## src/rtl/wb_slow_bridge.sv

```systemverilog
// ----------------------------------------------------------------------------
// wb_slow_bridge
//
// Purpose:
//   Wishbone slave that sits between one chip-select lane of a Wishbone
//   multiplexer and one slow user macro. The macro side advances only on a
//   clock-enable (mac_ce_o) that is high one cycle in every DIV wb_clk_i
//   cycles. Each strobed request is latched, offered to the macro, and
//   completed with a single-cycle ack carrying the read data. wbs_dat_o is
//   zero whenever wbs_ack_o is low, so several lanes can be OR-merged.
//
// Optional feature:
//   WB_TIMEOUT_EN - when defined, a transfer left pending for TIMEOUT_CYCLES
//                   cycles after entering REQ is force-acked with
//                   32'hDEAD_BEEF and a one-cycle timeout_o pulse.
//
// Parameters:
//   DIV             slow-domain divide ratio (>= 2)
//   AW              macro word-address width, taken from wbs_adr_i[AW+1:2]
//   TIMEOUT_CYCLES  forced-ack delay in wb_clk_i cycles (WB_TIMEOUT_EN only)
//
// Ports:
//   wb_clk_i, wb_rst_i        clock, asynchronous active-high reset
//   wbs_stb_i/we_i/sel_i/adr_i/dat_i   Wishbone request (stb held until ack)
//   wbs_ack_o, wbs_dat_o      one-cycle ack, read data (0 when no ack)
//   mac_ce_o                  slow clock-enable
//   mac_req_o                 request to macro
//   mac_we_o/sel_o/adr_o/dat_o   latched request fields
//   mac_rdy_i, mac_dat_i      macro completion and read data (sampled on ce)
//   busy_o                    high in any state except IDLE
//   timeout_o                 one-cycle pulse on forced completion
// ----------------------------------------------------------------------------
module wb_slow_bridge #(
    parameter int DIV            = 8,
    parameter int AW             = 8,
    parameter int TIMEOUT_CYCLES = 1024
) (
    input  logic          wb_clk_i,
    input  logic          wb_rst_i,
    input  logic          wbs_stb_i,
    input  logic          wbs_we_i,
    input  logic [3:0]    wbs_sel_i,
    input  logic [31:0]   wbs_adr_i,
    input  logic [31:0]   wbs_dat_i,
    output logic          wbs_ack_o,
    output logic [31:0]   wbs_dat_o,
    output logic          mac_ce_o,
    output logic          mac_req_o,
    output logic          mac_we_o,
    output logic [3:0]    mac_sel_o,
    output logic [AW-1:0] mac_adr_o,
    output logic [31:0]   mac_dat_o,
    input  logic          mac_rdy_i,
    input  logic [31:0]   mac_dat_i,
    output logic          busy_o,
    output logic          timeout_o
);

    localparam int DW = $clog2(DIV);

    // Elaboration-time parameter sanity checks.
    if (DIV < 2) begin : g_bad_div
        $error("wb_slow_bridge: DIV must be >= 2");
    end
    if (TIMEOUT_CYCLES < 1 || TIMEOUT_CYCLES > 65535) begin : g_bad_timeout
        $error("wb_slow_bridge: TIMEOUT_CYCLES must fit the 16-bit counter");
    end

    typedef enum logic [2:0] {
        S_IDLE,
        S_REQ,
        S_WAIT,
        S_ACK,
        S_HOLD
    } state_t;

    // Only the word-address slice reaches the macro.
    logic unused_adr_bits;
    assign unused_adr_bits = ^{wbs_adr_i[31:AW+2], wbs_adr_i[1:0]};

    // ------------------------------------------------------------------
    // Free-running divider; ce is a decode of the count register.
    // ------------------------------------------------------------------
    logic [DW-1:0] div_q, div_d;

    always_comb begin
        div_d = div_q + 1'b1;
        if (div_q == DW'(DIV - 1)) div_d = '0;
    end

    // NOTE: sequential state uses non-blocking assignments so every register
    // samples the pre-edge values; blocking here would create ordering races.
    always_ff @(posedge wb_clk_i or posedge wb_rst_i) begin
        if (wb_rst_i) div_q <= '0;
        else          div_q <= div_d;
    end

    assign mac_ce_o = (div_q == DW'(DIV - 1));

    // ------------------------------------------------------------------
    // Optional timeout counter
    // ------------------------------------------------------------------
    logic to_hit;
`ifdef WB_TIMEOUT_EN
    logic [15:0] to_cnt_q;
    state_t      state_q;

    always_ff @(posedge wb_clk_i or posedge wb_rst_i) begin
        if (wb_rst_i) begin
            to_cnt_q <= '0;
        end else if (state_q == S_IDLE) begin
            to_cnt_q <= '0;                    // cleared as REQ is entered
        end else if (state_q == S_REQ || state_q == S_WAIT) begin
            to_cnt_q <= to_cnt_q + 16'd1;
        end
    end

    // Fires on the last cycle so the forced ack lands TIMEOUT_CYCLES after REQ entry.
    assign to_hit = (state_q == S_REQ || state_q == S_WAIT) &&
                    (to_cnt_q == 16'(TIMEOUT_CYCLES - 1));
`else
    state_t state_q;
    assign to_hit = 1'b0;
`endif

    // ------------------------------------------------------------------
    // Transaction FSM with registered outputs
    // ------------------------------------------------------------------
    logic          ack_q, req_q, busy_q, timeout_q, we_q;
    logic [31:0]   rdat_q, wdat_q;
    logic [3:0]    sel_q;
    logic [AW-1:0] adr_q;

    always_ff @(posedge wb_clk_i or posedge wb_rst_i) begin
        if (wb_rst_i) begin
            state_q   <= S_IDLE;
            ack_q     <= 1'b0;
            rdat_q    <= '0;
            req_q     <= 1'b0;
            busy_q    <= 1'b0;
            timeout_q <= 1'b0;
            we_q      <= 1'b0;
            sel_q     <= '0;
            adr_q     <= '0;
            wdat_q    <= '0;
        end else begin
            // Ack, data and timeout are single-cycle pulses by default.
            ack_q     <= 1'b0;
            rdat_q    <= '0;
            timeout_q <= 1'b0;
            case (state_q)
                S_IDLE: begin
                    if (wbs_stb_i) begin
                        we_q    <= wbs_we_i;
                        sel_q   <= wbs_sel_i;
                        adr_q   <= wbs_adr_i[AW+1:2];
                        wdat_q  <= wbs_dat_i;
                        req_q   <= 1'b1;
                        busy_q  <= 1'b1;
                        state_q <= S_REQ;
                    end
                end
                S_REQ, S_WAIT: begin
                    if (state_q == S_WAIT && mac_ce_o && mac_rdy_i) begin
                        if (wbs_stb_i) begin
                            ack_q   <= 1'b1;
                            rdat_q  <= we_q ? 32'h0 : mac_dat_i;
                            state_q <= S_ACK;
                        end else begin
                            busy_q  <= 1'b0;  // master abandoned the transfer
                            state_q <= S_IDLE;
                        end
                    end else if (to_hit) begin
                        req_q <= 1'b0;
                        if (wbs_stb_i) begin
                            ack_q     <= 1'b1;
                            rdat_q    <= 32'hDEAD_BEEF;
                            timeout_q <= 1'b1;
                            state_q   <= S_ACK;
                        end else begin
                            busy_q  <= 1'b0;
                            state_q <= S_IDLE;
                        end
                    end else if (state_q == S_REQ && mac_ce_o) begin
                        // The macro samples req on this enable.
                        req_q   <= 1'b0;
                        state_q <= S_WAIT;
                    end
                end
                S_ACK: begin
                    state_q <= S_HOLD;
                end
                S_HOLD: begin
                    // Wait for the strobe to drop so a held strobe is not re-served.
                    if (!wbs_stb_i) begin
                        busy_q  <= 1'b0;
                        state_q <= S_IDLE;
                    end
                end
                default: begin
                    busy_q  <= 1'b0;
                    req_q   <= 1'b0;
                    state_q <= S_IDLE;
                end
            endcase
        end
    end

    assign wbs_ack_o = ack_q;
    assign wbs_dat_o = rdat_q;
    assign mac_req_o = req_q;
    assign mac_we_o  = we_q;
    assign mac_sel_o = sel_q;
    assign mac_adr_o = adr_q;
    assign mac_dat_o = wdat_q;
    assign busy_o    = busy_q;
    assign timeout_o = timeout_q;

endmodule

```

## config.mk

```make
export PLATFORM = sky130hd
export DESIGN_NAME = wb_slow_bridge
export DESIGN_NICKNAME = d
export VERILOG_FILES = /design/src/rtl/wb_slow_bridge.sv
export SDC_FILE = /design/constraint.sdc
export NUM_CORES = 1
export LEC_CHECK = 0
export CAP_MARGIN = 20
export CELL_PAD_IN_SITES_DETAIL_PLACEMENT = 0
export CELL_PAD_IN_SITES_GLOBAL_PLACEMENT = 1
export CORE_MARGIN = 10
export CORE_UTILIZATION = 47
export DETAILED_ROUTE_END_ITERATION = 10
export DONT_BUFFER_PORTS = 1
export PLACE_DENSITY_LB_ADDON = 0.08
export REMOVE_ABC_BUFFERS = 1
export SLEW_MARGIN = 40
export SYNTH_ARGS = -nofsm -noshare
export SYNTH_HDL_FRONTEND = slang
export SYNTH_SLANG_ARGS = --single-unit
```

## constraint.sdc

```tcl
create_clock -name wb_clk_i -period 3.95 [get_ports wb_clk_i]
set_clock_uncertainty 0.2 [all_clocks]
set_input_delay 0.9875 -clock wb_clk_i [delete_from_list [all_inputs] [get_ports wb_clk_i]]
set_output_delay 0.9875 -clock wb_clk_i [all_outputs]
set_load 0.01 [all_outputs]
```

* Yosys cells after proc, flatten, opt, wreduce, memory -nomap -nowiden
Index checks and enable logic that the tools add are counted.
Word-level totals: output and inout port bits 82, input port bits 105, logic and storage cells 55, flip-flop bits (word level) 86
Cells by class: equality and inequality tests 11, multiplexer cells 21, bitwise operators 2, add/sub/neg operators 1, reduce and logical (&&, ||, !) cells 10
Operators with widths (number):
- 32-bit two-way mux | 4
- 3-bit two-way mux | 5
- 3-bit one-hot mux with 4 select lines | 1
- 2-bit inequality test, second input constant | 5
- 1-bit two-way mux | 8
- 3-bit by 2-bit equality test with 1-bit output, second input constant | 2
- 3-bit equality test, second input constant | 2
- 3-bit AND reduction | 2
- 1-bit one-hot mux with 4 select lines | 1
- 4-bit AND reduction | 1
- 2-bit OR reduction | 2
- 3-bit by 1-bit adder with 3-bit output, second input constant | 1
- 3-bit by 1-bit equality test with 1-bit output, second input constant | 1
- 1-bit logical AND | 3
- 3-bit zero test | 1
- 3-bit inequality test, second input constant | 1
- 1-bit one-hot mux with 3 select lines | 1
- 2-bit two-way mux | 1
- 1-bit inverter | 2
- 2-bit AND reduction | 1

* Longest topological paths before layout
Gate-level depths: netlist (run 1).
depth after elaboration 5, gate-level depth with buffers 6, gate-level depth less buffers 5

* Worst setup path after synthesis (run 1)
OpenSTA, ideal clock, no wires.
kind input to register, start point input wbs_stb_i, end point register adr_q[0] (netlist: mac_adr_o[0]), stages on the path 4, arrival 1.887 ns, required time 3.625 ns, path buffers 1, setup slack 1.738 ns, path through nand2b_4 > nor3_4 > buf_6 > mux2_2
On the way: cells in the longest elaborated chain, start to end 1
Ends and longest elaborated chain:
- start: declaration | line 40 | input logic wbs_stb_i,
- 2-bit AND reduction (no line)
- end signal: assignment | line 156 | adr_q <= wbs_adr_i[AW+1:2];
- end: declaration | line 132 | logic [AW-1:0] adr_q;
Every way passes these cells. A chain may end at the register's enable or synchronous reset.

* Final worst setup path (run 1)
start point register div_q[0], end point output mac_ce_o
On the way: cells in the longest elaborated chain, start to end 1
Ends and longest elaborated chain:
- start: declaration | line 84 | logic [DW-1:0] div_q, div_d;
- start signal: assignment | line 95 | else div_q <= div_d;
- 3-bit equality test | line 98 | assign mac_ce_o = (div_q == DW'(DIV - 1));
- end: declaration | line 47 | output logic mac_ce_o,
Every way passes these cells.

==> qor.yml, run 1 <==
p_total_mw: 2.69
antenna_left: 0
finalCritPeriodShare_pct: 61.5
timing.final.ws_setup_ns: 1.52
synthTopCellsByArea: "dfrtp_1, mux2_2, and2_1"
post_cts_buffers: 0
synth_area_um2: 3160
crit_start: "div_q[0]$_DFF_PP0_"
path_max_fanout: 8
yosys.area.top_type: "dfrtp_1"
ys_warn_count: 0
cp.required_ns: 2.76
dr_wl_met2_um: 3410
cts_hold_repair.buffers: 0
drt_wl_total_um: 6820
io_pins: 187
worst_setup_path_end_kind: "primary output"
cts_buffer_depth: 2
max_cap_viol_count: 0
cts_root_buf: "clkbuf_8"
final_cells: 291
worst_pin_slew_ns: 0.554
htreeDepth: 3
cts_buffers: 9
gp_congestion: 0.724
first_pass_iters: 4
synth_common_cells: "dfrtp_1, mux2_2, and2_1, and2_2"
ir_worst_vdd_v: 0.000286
worst-setup-path-type: "reg -> out"
synth-seq-cells: 86
gr-total-overflow: 0
finalCoreUtilization_pct: 53.9
post-synth-top-count-cell: "dfrtp_1"
hp-class: "reg -> reg"
whs_ns: 0.232
cts_resized: 0
synth.distinct_cells: 29
grt_pass1_vias: 1833
rows: 29
syn_area_per_cell_um2: 15.5
r2r-start: "div_q[0]$_DFF_PP0_"
dp.cells: 275
status: "completed"
die_w_um: 102
layout_min_cycle_time_ns: 2.43
hp-start: "div_q[0]$_DFF_PP0_"
cts.sinks: 86
start_util_pct: 49.1
rsz0062_at_grt: "false"
fmax_mhz: 411
synth_cells: 203
power.leakage_nw: 1.59
drive_above_1_share_pct: 37.9
grt_pass1_wl_um: 9920
ys.flop_type: "dfrtp_1"
hpwl_um: 5510
clkTransAtPathRegs_ns: 0.08
design_area_um2: 3460
post-place-ws_ns: 1.55
drv_slew: 0
antenna_found_initial: 0
wire_per_inst_um: 23.4
start_kind: "flip-flop"
relSlewSlack_pct: 63.1
vias_per_cell: 5.46
yosysSeqAreaShare_pct: 68.2
core_area_um2: 6420
worstSkewPairLatency_ns: 0.34
cts_tree: "built"
arrival_ns: 1.24
setup_viol: 0
portBuffers: 0
dr_wl_met3_um: 1070
vias: 1588
grtUsageTotal_pct: 12.6
syn_to_final_growth_pct: 9.75
drtIter0Drc: 17
hold_viol: 0
grt_max_degree: 46
place_area_um2: 3220
synth_edf_count: 0
die_y_um: 102
synth_top_area_share_pct: 68.2
setup_tns_ns: 0
ys_async_sr_fraction_pct: 100
die-area_um2: 10400
n_antenna_cell: 0
drcViolationCount: 0
cellPowerDensity_nw_per_um2: 778
finalNetCount: 316
wirelength_met1_um: 2270
dr.max_layer_used: "met4"
## logic make-up after synthesis
kind of cell	share of synthesized area, %
DFF	68.2
and+or+nand+nor	9.75
buffers and inverters	2.74
AOI/OAI and AO/OA	2.02
adders and majority gates	1.11
muxes	16.1
other	0.119
## layer usage
layer  track usage [%]  up-vias
met3              8.57        7
met4              5.53        0
met5                 0        -
met1              11.7      784
li1                  -      692
met2              21.2      105
## cell usage in the layout (no fill, tap or decap), drive strengths merged, types with 2 or more instances in the layout
cell type,n
dfrtp,86
nor2,2
buf,4
nor2b,2
o31ai,2
clkbuf,10
ha,2
a21oi,3
clkinv,4
inv,3
o21ai,2
nor3,2
nand2b,3
and2,32
mux2,45
bufinv,3
## state kept, by name, summed over array words and instances (netlist names)
| signal | count |
|---|---|
| busy_o | 1 |
| mac_dat_o | 32 |
| div_q | 3 |
| mac_adr_o | 8 |
| state_q | 3 |
| mac_req_o | 1 |
| mac_we_o | 1 |
| wbs_dat_o | 32 |
| mac_sel_o | 4 |
| wbs_ack_o | 1 |
## worst paths after layout
| check | end | slack (ns) | depth (start not counted) |
|---|---|---|---|
| max | mac_ce_o | 1.52 | 2 |
| min | div_q[0]$_DFF_PP0_ | 0.23 | 1 |
| max reg2reg | wbs_dat_o[4]$_DFF_PP0_ | 1.94 | 6 |
| min reg2reg | div_q[0]$_DFF_PP0_ | 0.23 | 1 |
| max in group asynchronous | mac_adr_o[0]$_DFFE_PP0P_ | 2.48 | 2 |
| min in group asynchronous | wbs_dat_o[2]$_DFF_PP0_ | 0.32 | 1 |
## worst max-delay path, cell delays in order (launching register included)
cell,delay [ns]
dfrtp_1,0.39
ha_1,0.20
ha_1,0.31
## report_power, final
group	total [mW]	switching, mW	internal (mW)
combinational	0.489	0.185	0.304
clock	0.722	0.286	0.436
sequential	1.48	0.340	1.14
total	2.69	0.811	1.88
## layout make-up
type	count	area, um2
fillers	514	2960
flip-flops and latches	86	2150
multi-input cells	104	922
clock buffers	10	138
clock inverters	6	109
well taps	77	96.3
repair buffers	4	30.0
inverters	4	16.3
No activity file was read; power rests on OpenSTA's default activity.
==> run 2: changes to the inputs <==
--- a/config.mk
+++ b/config.mk
@@ -9,7 +9,7 @@
 export CELL_PAD_IN_SITES_DETAIL_PLACEMENT = 0
 export CELL_PAD_IN_SITES_GLOBAL_PLACEMENT = 1
 export CORE_MARGIN = 10
-export CORE_UTILIZATION = 47
+export CORE_UTILIZATION = 42
 export DETAILED_ROUTE_END_ITERATION = 10
 export DONT_BUFFER_PORTS = 1
 export PLACE_DENSITY_LB_ADDON = 0.08
==> constraint.sdc (replaced) <==
create_clock -name wb_clk_i -period 2.09 [get_ports wb_clk_i]
set_clock_uncertainty 0.2 [all_clocks]
set_input_delay 0.5225 -clock wb_clk_i [delete_from_list [all_inputs] [get_ports wb_clk_i]]
set_output_delay 0.5225 -clock wb_clk_i [all_outputs]
set_load 0.01 [all_outputs]
==> run 2 against run 1 <==
Register-to-register slack lost 1.6 ns; clock power increased by 51%; largest cell class unchanged; worst hold slack got worse by 0.13 ns.
==> qor.yml, run 2 (synthesis gave the netlist of run 1 again) <==
status: "completed"
post-place-ws_ns: 0.310  # -1.24 ns
r2r-start: "state_q[0]$_DFFE_PP0P_"
fmax_mhz: 504
layout_min_cycle_time_ns: 1.99
grt_pass1_wl_um: 10400  # +4.4%
p_comb_share_pct: 19.6  # +1.5 points
cts_tree: "built"
p_seq_share_pct: 57.9  # +2.8 points
timing.final.ws_setup_ns: 0.105  # -1.41 ns
power.switching_mw: 1.53  # +89%
power_frac_clock_pct: 22.5  # -4.3 points
grt_pass1_vias: 1726  # -5.8%
die_w_um: 107  # +4.6%
rrSetupSlack_ns: 0.31  # -1.63 ns
reg2reg_depth: 4  # -2
max_cap_viol_count: 0  # unchanged
syn_to_final_growth_pct: 10.2
cts_root_buf: "clkbuf_8"
cp.required_ns: 1.37  # -1.39 ns
cts_buffers: 9  # unchanged
hp-start: "mac_dat_i[21]"
drtIter0Drc: 38  # +21
io_pins: 187  # unchanged
switching_share_pct: 31.7  # +1.6 points
start_util_pct: 43.3  # -5.9 points
path_max_fanout: 7  # -1
final_cells: 315  # +8.2%
post_cts_buffers: 0  # unchanged
cts.sinks: 86  # unchanged
vias_per_cell: 4.98  # -8.7%
gr-total-overflow: 0  # unchanged
wire_per_inst_um: 21.6  # -7.6%
finalCritPeriodShare_pct: 95.0
layout_commonest_cell: "dfrtp_1"
whs_ns: 0.106  # -0.126 ns
start_kind: "flip-flop"
drive_above_1_share_pct: 37.4  # -0.47 points
worst-setup-path-type: "reg -> out"
drt_wl_total_um: 6820  # about the same
cellPowerDensity_nw_per_um2: 1390  # +79%
ir_worst_vdd_v: 0.000442  # +55%
cp_slowest_stage_delay_ns: 0.39  # about the same
antenna_left: 0  # unchanged
grtUsageTotal_pct: 11.7  # -0.95 points
slowest_stage: "dfrtp_1"
arrival_ns: 1.26  # +0.02 ns
finalNetCount: 317  # +0.32%
clkTransAtPathRegs_ns: 0.08  # about the same
vias: 1570  # -1.1%
worst_setup_path_end_kind: "primary output"
hold_viol: 0  # unchanged
crit_buf_inv: 1  # +1
rows: 31  # +6.9%
htreeDepth: 3  # unchanged
grt_max_degree: 87  # +89%
drv_slew: 0  # unchanged
drcViolationCount: 0  # unchanged
cts_buffer_depth: 2  # unchanged
die-area_um2: 11400  # +9.5%
core_area_um2: 7290  # +14%
power.leakage_nw: 1.56  # -2.0%
worstHoldPathCells: 1  # unchanged
cp_cell_sequence: "ha_1 -> ha_2 -> buf_4"
critPathTopFamily: "flip-flops"
portBuffers: 0  # unchanged
r2r-end: "mac_dat_o[8]$_DFFE_PP0P_"
cell_internal_pwr_mw: 3.30  # +76%
worstHoldEndpoint: "wbs_dat_o[21]$_DFF_PP0_"
setup_viol: 0  # unchanged
gp_congestion: 0.667  # -7.9%
dp.cells: 297  # +8.0%
first_pass_iters: 5  # +1
rsz0062_at_grt: "false"
mostFrequentLayoutCells: "dfrtp_1, mux2_2, and2_1, and2_2, clkbuf_8"
worstSkewPairLatency_ns: 0.33  # about the same
hp-class: "in -> reg"
hpwl_um: 5330  # -3.3%
antenna_found_initial: 2  # +2
die_y_um: 107  # +4.6%
## run 2: changes by cell type in the layout (fill, tap and decap cells not counted)
cell           previous run  this run
clkbuf_1                  0         1
ha_1                      2         1
bufinv_16                 3         1
clkinvlp_4                0         3
ha_2                      0         1
buf_12                    0         2
dlygate4sd3_1             0         1
clkinv_2                  3         1
buf_4                     4         2
diode_2                   0         2
clkbuf_8                 10         9
## run 2: area by class of cell
class | count | area (um2)
antenna | 2 | 5.00
clock buffer | 10 | 128
fill | 648 | 3820
tap | 99 | 124
multi-input combinational | 104 | 925
timing repair buffer | 5 | 65.1
inverter | 4 | 16.3
clock inverter | 5 | 61.3
sequential | 86 | 2150
## run 2: worst max-delay path by stage
stage,startpoint,endpoint,slack [ns],cells after the start
2_1_floorplan,wb_rst_i,busy_o$_DFFE_PP0P_,-0.85,1
3_3_place_gp,state_q[0]$_DFFE_PP0P_,mac_dat_o[8]$_DFFE_PP0P_,0.37,4
3_5_place_dp,state_q[0]$_DFFE_PP0P_,mac_dat_o[16]$_DFFE_PP0P_,0.31,4
4_1_cts,div_q[0]$_DFF_PP0_,mac_ce_o,0.04,3
5_1_grt,div_q[0]$_DFF_PP0_,mac_ce_o,0.02,3
6_report,div_q[0]$_DFF_PP0_,mac_ce_o,0.10,3
## run 2: metrics by stage
stage | area [um2] | utilization [%] | total power [mW] | setup TNS (ns)
floorplan | 3080 | - | 3.49 | -102.06
global placement | 3270 | 44.8 | 3.76 | 0
detailed placement | 3270 | 44.8 | 3.83 | 0
CTS | 3470 | 47.6 | 4.93 | 0
global route | 3480 | 47.7 | 5.15 | 0
finish | 3480 | 47.7 | 4.84 | 0
## run 2: power by group through the flow
stage / Combinational, mW / Clock, mW / Sequential [mW]
global route: 1.05 / 1.22 / 2.88
global placement: 0.914 / 0 / 2.84
finish: 0.950 / 1.09 / 2.80
CTS: 0.973 / 1.14 / 2.82
detailed placement: 0.972 / 0 / 2.86
floorplan: 0.809 / 0 / 2.68
## run 2: metal layers
metal	share of wire (%)	vias up	wire, um	GRT usage [%]
li1	-	694	-	-
met1	36	760	2450	11.7
met2	47	110	3200	18.0
met3	16	6	1100	8.86
met4	1.0	0	69	4.64
met5	0	-	0	0
## run 2: timing repair
| action | 4_1_cts | 5_1_grt |
|---|---|---|
| resized for setup | 0 | 1 |
| endpoints found under the setup margin | 0 | 1 |
| hold endpoints to repair | 86 | 0 |
| hold buffers | 1 | 0 |
==> run 3: changes to the inputs <==
--- a/config.mk
+++ b/config.mk
@@ -5,11 +5,12 @@
 export SDC_FILE = /design/constraint.sdc
 export NUM_CORES = 1
 export LEC_CHECK = 0
+export ABC_CLOCK_PERIOD_IN_PS = 2190
 export CAP_MARGIN = 20
 export CELL_PAD_IN_SITES_DETAIL_PLACEMENT = 0
 export CELL_PAD_IN_SITES_GLOBAL_PLACEMENT = 1
 export CORE_MARGIN = 10
-export CORE_UTILIZATION = 42
+export CORE_UTILIZATION = 47
 export DETAILED_ROUTE_END_ITERATION = 10
 export DONT_BUFFER_PORTS = 1
 export PLACE_DENSITY_LB_ADDON = 0.08
==> constraint.sdc (replaced) <==
create_clock -name wb_clk_i -period 2.19 [get_ports wb_clk_i]
set_clock_uncertainty 0.2 [all_clocks]
set_input_delay 0.5475 -clock wb_clk_i [delete_from_list [all_inputs] [get_ports wb_clk_i]]
set_output_delay 0.5475 -clock wb_clk_i [all_outputs]
set_load 0.01 [all_outputs]
==> run 3 against run 2 <==
Combinational power is 4.0% lower; flip-flop and latch count stayed put; core utilization is 5.9 points higher; wire length is 0.73% lower; worst setup slack better by 0.056 ns; die area is 8.7% lower; clock power is 15% lower; non-clock buffer count is 1 higher; clock-buffer cell count is 2 higher; highest routed layer unchanged; via count is 2.6% higher; cell count is 7.0% lower; sequential share of layout area is 0.65 points higher; critical endpoint unchanged.
==> qor.yml, run 3 (synthesis gave the netlist of run 1 again) <==
rows: 29  # -6.5%
ir_worst_vdd_v: 0.000427  # -3.5%
cts.sinks: 86  # unchanged
status: "completed"
first_pass_iters: 2  # -3
setup_tns_ns: 0  # unchanged
finalCritPeriodShare_pct: 92.6
grt_pass1_wl_um: 9610  # -7.1%
post_cts_buffers: 0  # unchanged
hpwl_um: 5460  # +2.5%
grt_pass1_vias: 1787  # +3.5%
hp-class: "in -> reg"
fmax_mhz: 493
cts_hold_repair.buffers: 1  # unchanged
cell_internal_pwr_mw: 3.07  # -7.1%
io_pins: 187  # unchanged
vias: 1611  # +2.6%
path_max_fanout: 7  # unchanged
antenna_left: 0  # unchanged
rsz0062_at_grt: "false"
wire_per_inst_um: 23.1  # +6.7%
syn_to_final_growth_pct: 9.00
rrSetupSlack_ns: 0.40  # +0.09 ns
htreeDepth: 3  # unchanged
finalCoreUtilization_pct: 53.6  # +5.9 points
drtIter0Drc: 6  # -84%
start_kind: "flip-flop"
gp_congestion: 0.704  # +5.6%
grt_max_degree: 46  # -47%
drv_slew: 0  # unchanged
arrival_ns: 1.28  # +0.02 ns
power.leakage_nw: 1.57  # +0.78%
cts_buffer_depth: 2  # unchanged
n_antenna_cell: 0  # -2
hold_viol: 0  # unchanged
p_total_mw: 4.51  # -6.7%
cp.required_ns: 1.44  # +0.07 ns
die-area_um2: 10400  # -8.7%
layout_min_cycle_time_ns: 2.03
gr-total-overflow: 0  # unchanged
portBuffers: 0  # unchanged
vias_per_cell: 5.50  # +10%
worst_setup_path_end_kind: "primary output"
timing.final.ws_setup_ns: 0.161  # +0.0563 ns
p_comb_share_pct: 20.2  # +0.6 points
drt_wl_total_um: 6770  # -0.73%
antenna_found_initial: 0  # -2
worstSkewPairLatency_ns: 0.33  # about the same
clkTransAtPathRegs_ns: 0.08  # about the same
p_seq_share_pct: 59.2  # +1.3 points
grtUsageTotal_pct: 12.2  # +0.49 points
power_frac_clock_pct: 20.6  # -1.9 points
drive_above_1_share_pct: 37.0  # -0.35 points
core_area_um2: 6420  # -12%
cellPowerDensity_nw_per_um2: 1310  # -5.7%
post-place-ws_ns: 0.410  # +0.100 ns
start_util_pct: 49.1  # +5.9 points
cts_resized: 0  # unchanged
mostFrequentLayoutCells: "dfrtp_1, mux2_2, and2_1, and2_2, clkbuf_8"
cts_root_buf: "clkbuf_8"
finalNetCount: 318  # +0.32%
max_cap_viol_count: 0  # unchanged
worst-setup-path-type: "reg -> out"
cts_buffers: 9  # unchanged
cts_tree: "built"
drcViolationCount: 0  # unchanged
die_y_um: 102  # -4.4%
switching_share_pct: 32.0  # +0.31 points
power.switching_mw: 1.44  # -5.8%
setup_viol: 0  # unchanged
layout_commonest_cell: "dfrtp_1"
die_w_um: 102  # -4.4%
==> run 3: per-stage QoR <==
step	cells	instance area [um2]	hold slack, ns
2_1_floorplan	194	3080	0.203
3_3_place_gp	276	3260	0.214
3_5_place_dp	276	3260	0.221
4_1_cts	293	3440	0.118
5_1_grt	293	3440	0.120
6_report	293	3440	0.138
==> run 3: final timing paths <==
check | depth (start not counted) | startpoint | endpoint
max | 3 | div_q[0]$_DFF_PP0_ | mac_ce_o
min | 1 | mac_dat_i[21] | wbs_dat_o[21]$_DFF_PP0_
max reg2reg | 4 | state_q[0]$_DFFE_PP0P_ | mac_sel_o[1]$_DFFE_PP0P_
min reg2reg | 1 | div_q[0]$_DFF_PP0_ | div_q[0]$_DFF_PP0_
max in group asynchronous | 3 | wb_rst_i | wbs_dat_o[20]$_DFF_PP0_
min in group asynchronous | 2 | wb_rst_i | wbs_dat_o[2]$_DFF_PP0_
==> run 3: power by group through the flow <==
stage / clock [mW] / combinational (mW) / sequential (mW)
2_1_floorplan: 0 / 0.772 / 2.56
3_3_place_gp: 0 / 0.868 / 2.72
3_5_place_dp: 0 / 0.931 / 2.73
4_1_cts: 0.967 / 0.932 / 2.70
5_1_grt: 1.03 / 0.999 / 2.74
6_report: 0.929 / 0.912 / 2.67
==> run 3: critical path: stages (launching register included) <==
cell and delay, ns:
dfrtp_1 0.38, ha_1 0.20, ha_1 0.20, buf_4 0.17
==> run 3: area by class of cell <==
cell class,count,area (um2)
multi-input combinational,104,922
inverter,4,16.3
sequential,86,2150
tap,77,96.3
clock buffer,12,145
fill,509,2980
timing repair buffer,6,85.1
clock inverter,4,22.5
==> run 3: metal layers <==
metal	up-vias	share of wire (%)	track usage [%]
met5	-	0	0
met4	0	1.3	6.18
met3	9	16	8.10
met2	109	50	20.8
met1	807	33	10.8
li1	686	-	-
==> edit (config.mk and constraints of run 3) <==
Add a define of `WB_TIMEOUT_EN`.
--- a/src/rtl/wb_slow_bridge.sv
+++ b/src/rtl/wb_slow_bridge.sv
@@ -31,4 +31,6 @@
 //   timeout_o                 one-cycle pulse on forced completion
 // ----------------------------------------------------------------------------
+`define WB_TIMEOUT_EN
+
 module wb_slow_bridge #(
     parameter int DIV            = 8,
Function: same outputs for any inputs over 10 cycles, from zero or initial values and one cycle with wb_rst_i high; that may be too few to reach the edited logic, so the function may still have changed.
==> edit against run 3 <==
Sequential cell count rose by 17. Core utilization is 0.43 points higher. Power increased by 27%. Setup slack worse by 48 ps. Die area is 24% higher. Wire length rose by 35%. Final cell count rose by 51%. Synthesized area up 30%. Final area rose by 35%. Critical path type unchanged. Largest power group unchanged.
==> edit: results <==
[synthesis]
yosys.cell_types.count = 37
synthAdderAreaFrac = 0.01405
yosys-top-cells-count = 103 x dfrtp_1, 45 x mux2_2, 26 x a21o_1
synth-seq-cells = 103
synthTopCellsByArea = dfrtp_1 63%, mux2_2 12%, a21o_1 4.8%
ys_seq_area_frac = 0.6292
synthMuxAreaShare = 0.1261
synth-compound-area-share = 0.09377
synth_xor_area_frac = 0.01497

[pwr]
ir_drop_v = 0.0005129
switching_share = 0.3429
pg_comb_mw = 1.44
leakage_nw = 2.249
p_seq_mw = 3.01
pwr-share-seq = 0.526

[cells_and_area]
seq_share = 0.5556
nClkBuffers = 9
multi_input_area_um2 = 1449
drive_gt1_frac = 0.2545
multi_input_cells = 188
fillCellCount = 741
num-nets-final = 437
clockNetworkAreaShare = 0.04773
buffers_excl_clock = 20
nNonClkInverters = 7
layout.nonclk_buf_frac = 0.04908

[outcome]
status = finished, final reports clean

[timing]
worst_slew_pin_slew_ps = 474.6
min_period_over_period = 0.9482

[clock_tree]
cts_root_buf = clkbuf_8
clk_latency_ps = 360
clockBufferDepth = 2
cts_resized = 0
htree_levels = 3
cts_setup_buffers = 0
holdBufCountCts = 1
path_clk_slew_ps = 110

[routing]
drt_iter0_markers = 189
wire_per_inst_um = 20.66
drt-pass1-iter-count = 4
vias = 2418

[placed_design]
portBuffers = 0
hpwl_um = 6798
gp_congestion = 0.7181
pre_cts_ws_ps = 127.4

[worst_hold_path]
holdCritStartpoint = mac_dat_i[9]
min_path_type = input pin to flop
holdPathStages = 1

[setup_path]
reg2reg_slack_ps = 150
ff2ff_path_depth = 4
critPathMaxFanout = 7
crit_slowest_cell = dfrtp_1
cp_data_arrival_time_ps = 1330
cp_slowest_stage_delay_ps = 400
critPathTopFamily = flip-flops

[grt]
grt_pass1_vias = 2550
grt_util_all_layers = 0.1417
grt_pass1_wl_um = 14600
grt_max_degree = 39
edit: routing by layer:
| layer | track usage | part of all wire | vias up |
|---|---|---|---|
| li1 | - | - | 1135 |
| met1 | 0.1737 | 0.40 | 1175 |
| met2 | 0.2062 | 0.46 | 98 |
| met3 | 0.07884 | 0.13 | 10 |
| met4 | 0.04822 | 0.013 | 0 |
| met5 | 0 | 0 | - |
edit: metrics by stage:
| stage | cell area [um2] | instances | hold WS (ps) |
|---|---|---|---|
| after CTS | 4634 | 442 | 64.10 |
| after global routing | 4639 | 442 | 62.32 |
| after floorplan | 4035 | 298 | 209.9 |
| after global placement | 4403 | 425 | 222.8 |
| after detailed placement | 4403 | 425 | 244.7 |
| final | 4639 | 442 | 82.68 |
edit: worst paths after layout:
kind	end
max	mac_ce_o
min	wbs_dat_o[9]
max reg2reg	mac_dat_o[14]
min reg2reg	div_q[0]
max in group asynchronous	mac_dat_o[28]
min in group asynchronous	wbs_dat_o[24]
